### config.mk
export PLATFORM = sky130hd
export DESIGN_NAME = nbit_register
export DESIGN_NICKNAME = d
export VERILOG_FILES = /design/src/rtl/nbit_register_pkg.sv /design/src/rtl/nbit_register.sv
export SDC_FILE = /design/constraint.sdc
export NUM_CORES = 1
export LEC_CHECK = 0
export BUFFER_PORTS_ARGS = -buffer_cell sky130_fd_sc_hd__buf_2
export CAP_MARGIN = 20
export CORE_UTILIZATION = 49
export DETAILED_ROUTE_END_ITERATION = 8
export MAX_ROUTING_LAYER = met4
export PLACE_DENSITY = 0.83
export SYNTH_ARGS = -nofsm -noshare
export SYNTH_HDL_FRONTEND = slang
export SYNTH_SLANG_ARGS = --single-unit
### constraint.sdc
create_clock -name clk -period 2.5 [get_ports clk]
set_input_delay 0.25 -clock clk [delete_from_list [all_inputs] [get_ports clk]]
set_output_delay 0.25 -clock clk [all_outputs]
set_load 0.005 [all_outputs]
### src/rtl/nbit_register_pkg.sv
// Shared FunSel encoding for register-based datapath blocks.
// Pure type/constant package; no logic, latency or backpressure.
package nbit_register_pkg;

    typedef logic [1:0] funsel_t;

    localparam funsel_t FUNSEL_CLEAR = 2'b00;
    localparam funsel_t FUNSEL_LOAD  = 2'b01;
    localparam funsel_t FUNSEL_DEC   = 2'b10;
    localparam funsel_t FUNSEL_INC   = 2'b11;

endpackage

### src/rtl/nbit_register.sv
// N-bit register with clear/load/decrement/increment, wrapping modulo 2^NBits.
// One-clock latency; no backpressure, e=0 simply holds the contents.
module nbit_register
    import nbit_register_pkg::*;
#(
    parameter int NBits = 8
) (
    input  logic             clk,
    input  logic             rst_n,
    input  funsel_t          funsel,
    input  logic             e,
    input  logic [NBits-1:0] i,
    output logic [NBits-1:0] q
);

    localparam logic [NBits-1:0] ONE = NBits'(1);

    logic [NBits-1:0] q_q;
    logic [NBits-1:0] q_d;

    // i is only consulted on load, so an unknown i cannot leak into other ops.
    always_comb begin
        q_d = q_q;
        if (e) begin
            case (funsel)
                FUNSEL_CLEAR: q_d = '0;
                FUNSEL_LOAD:  q_d = i;
                FUNSEL_DEC:   q_d = q_q - ONE;
                FUNSEL_INC:   q_d = q_q + ONE;
                default:      q_d = q_q;
            endcase
        end
    end

    always_ff @(posedge clk or negedge rst_n) begin
        if (!rst_n) begin
            q_q <= '0;
        end else begin
            q_q <= q_d;
        end
    end

    assign q = q_q;

    a_hold_when_disabled: assert property (
        @(posedge clk) disable iff (!rst_n) !e |=> $stable(q_q)
    );

    a_zero_in_reset: assert property (
        @(posedge clk) !rst_n |-> (q_q == '0)
    );

endmodule

==> out/metrics.csv <==
stage,metric,value,unit
run_status,outcome,finished clean,
synth,yosys.area_share.adder,0.1575,
global_route,grt_overflow,0,
sta,fin_skew,5.060,ps
finish,antenna_cells,0,
sta,worst_slack,415.1,ps
sta,clock.fmax,0.4796,GHz
synth,synth_commonest_cells,"a21oi_1, dfrtp_1, ha_1, nand2_1, nor2_1",
global_route,grt_pass1_vias,615,
synth,ys_seq_area_frac,0.2930,
job,cap_violations,0,
finish,largest_reg_flops,8,
sta,drv_slew,0,
sta,hold_slack,240.1,ps
cts,post_cts_resized,0,
route,wl_per_cell,14.41,um
global_route,grt_pass1_wl,2.504,mm
worst_hold_path,min-delay-path-class,in -> reg,
synth,synthXorXnorAreaFrac,0.02564,
sta,fin_setup_tns,0,ps
power,power_density,684.2,nW/um2
setup_path,start_kind,input port,
setup_path,critical_path_class,in -> reg,
finish,design_area,819.5,um2
synth,synth_compound_area_frac,0.2399,
sta,fin_crit_sh,0.8340,
setup_path,crit_buf_inv,1,
cts,cts-root-buf,clkbuf_4,
cts,cts_hold_buf,1,
sta,period_minus_slack,2085,ps
setup_path,reg2reg_depth,7,
floorplan,die_h,39.34,um
synth,yosysTopAreaCellShare,0.2930,
cts,h-tree-depth,1,
power,vdd_drop_max,0.0004058,V
floorplan,core_area,1301,um2
finish,synthToLayoutAreaGrowth,19.96,%
setup_path,required,2640,ps
route,viasPerCell,6.026,
cts,cts.path.max_buffers,2,
setup_path,setup.worst_path.start,funsel[1],
synth,yosysMostFrequentCell,a21oi_1,
cts,cts_setup_buffers,0,
synth,ys_top_cells_by_area,"dfrtp_1, ha_1, a21oi_1",
finish,drive_gt1_frac,0.2255,
synth,synth_top_family_by_area,compound AO/OA/AOI/OAI gates,
placement,pre_cts_slack,191.9,ps
sta,worst_pin_slew,542.5,ps
placement,portBuffers,20,
sta,timing.slew.headroom,0.6376,
floorplan,rows,13,
finish,nets,125,
sta,hold_viol,0,
route,dr.pass1.iters,4,
setup_path,critPathSlowestCell,a2111oi_1,
setup_path,critPathTopFamily,compound AO/OA/AOI/OAI gates,
setup_path,endpoint_kind,flip-flop,
worst_hold_path,hold_depth,3,
cts,clock-sinks,8,
floorplan,start_util,0.5250,
synth,syn_nets,103,
synth,synthDistinctLibCells,31,
route,routed_wl,1.686,mm
placement,place_area,787.0,um2
synth,netlist_instances,82,
synth,synth-simple-area-share,0.2289,
synth,synth_seq_cells,8,
synth,synth_top_cell_by_area,dfrtp_1,
setup_path,max_stage_delay,430,ps
floorplan,die-area,1548,um2
setup_path,r2r_start,q[0],
cts,cts_buffers,3,
global_route,track_usage,0.2494,
setup_path,crit_top_cell,a21o_1,
sta,rsz0062_at_grt,false,
synth,synth-edff-count,0,
synth,netlist_area,683.2,um2
setup_path,cp.depth,8,
cts,insertion_delay,260,ps
floorplan,pin_count,21,
cts,cts_tree,built,
sta,setup_viol,0,
setup_path,crit_chain,buf_2 > nand2_1 > ha_1 > a21o_1 > and3_1 > a2111oi_1 > a21o_1 > nand3_1,
setup_path,worst-r2r-setup-slack,510,ps
synth,yosysWarnings,0,
power,finalPower,0.5607,mW
cts,path_clk_slew,50,ps
route,drt_iter0_markers,20,
synth,avgSynthCellArea,8.331,um2
synth,async_reset_ff_frac,1.000,
route,drc,0,
synth,yosys-mux-area-fraction,0.01648,
route,antenna_left,0,
global_route,antenna_found_initial,0,
floorplan,die_w,39.34,um
worst_hold_path,min_from,i[7],
route,via_count,705,
global_route,grt_max_degree,20,
synth,synthFlopType,dfrtp_1,
setup_path,cp_data_arrival_time,2230,ps
setup_path,path_max_fanout,14,
power,power.leakage,0.3928,nW
placement,gp_congestion,0.8344,
==> tightest hold or removal path: cells and delay by family <==
| family | cells | cell delay (ps) |
|---|---|---|
| AND/OR/NAND/NOR | 1 | 70 |
| AO/OA/AOI/OAI | 1 | 70 |
| buffers and inverters | 1 | 80 |
==> power by group <==
group	switching (mW)	total [mW]	internal [mW]
clock	0.0496	0.105	0.0553
sequential	0.0288	0.187	0.158
combinational	0.139	0.269	0.130
==> routing by layer <==
| layer | up-vias | share of wire | global-route usage |
|---|---|---|---|
| met3 | 3 | 0.044 | 0.05682 |
| met5 | - | 0 | - |
| met4 | 0 | 0.015 | 0.1121 |
| met1 | 339 | 0.43 | 0.2759 |
| li1 | 340 | - | - |
| met2 | 23 | 0.51 | 0.4250 |
==> cell type report <==
class                           count  area (um2)
Sequential cell                     8       200.2
Inverter                            3       11.26
Fill cell                         112       481.7
Clock buffer                        3       22.52
Tap cell                           15       18.77
Timing Repair Buffer               21       110.1
Multi-Input combinational cell     67       456.7
==> placed cells by master (no fill, tap or decap), types with 2 or more instances in the layout <==
| cell | n |
|---|---|
| buf_2 | 20 |
| a21oi_1 | 9 |
| dfrtp_1 | 8 |
| nand2_1 | 7 |
| nor2_1 | 7 |
| ha_1 | 7 |
| nor2b_1 | 4 |
| inv_1 | 3 |
| a22oi_1 | 3 |
| o21ai_0 | 3 |
| a31oi_1 | 3 |
| nand3b_1 | 3 |
| clkbuf_4 | 3 |
| a21o_1 | 2 |
| nand3_1 | 2 |
| and3_1 | 2 |
==> cell families (layout without fill, tap and decap cells) <==
family,count (synthesis),in the layout
flops,8,8
mux,1,1
fa+ha+maj,8,8
compound gates,26,26
xor+xnor,2,2
buf+inv,7,27
simple gates,30,30
==> stage by stage <==
stage	cells	utilization
2_1_floorplan	82	-
4_1_cts	117	0.6298
5_1_grt	117	0.6298
6_report	117	0.6298
3_3_place_gp	113	0.6048
3_5_place_dp	113	0.6048
==> path summary, 6_finish.rpt <==
path                        end
hold reg to reg            q[2]
setup / recovery           q[7]
setup reg to reg           q[6]
min in group asynchronous  q[5]
hold / removal             q[7]
max in group asynchronous  q[2]
Note: power is estimated with default switching activity, not from simulation.
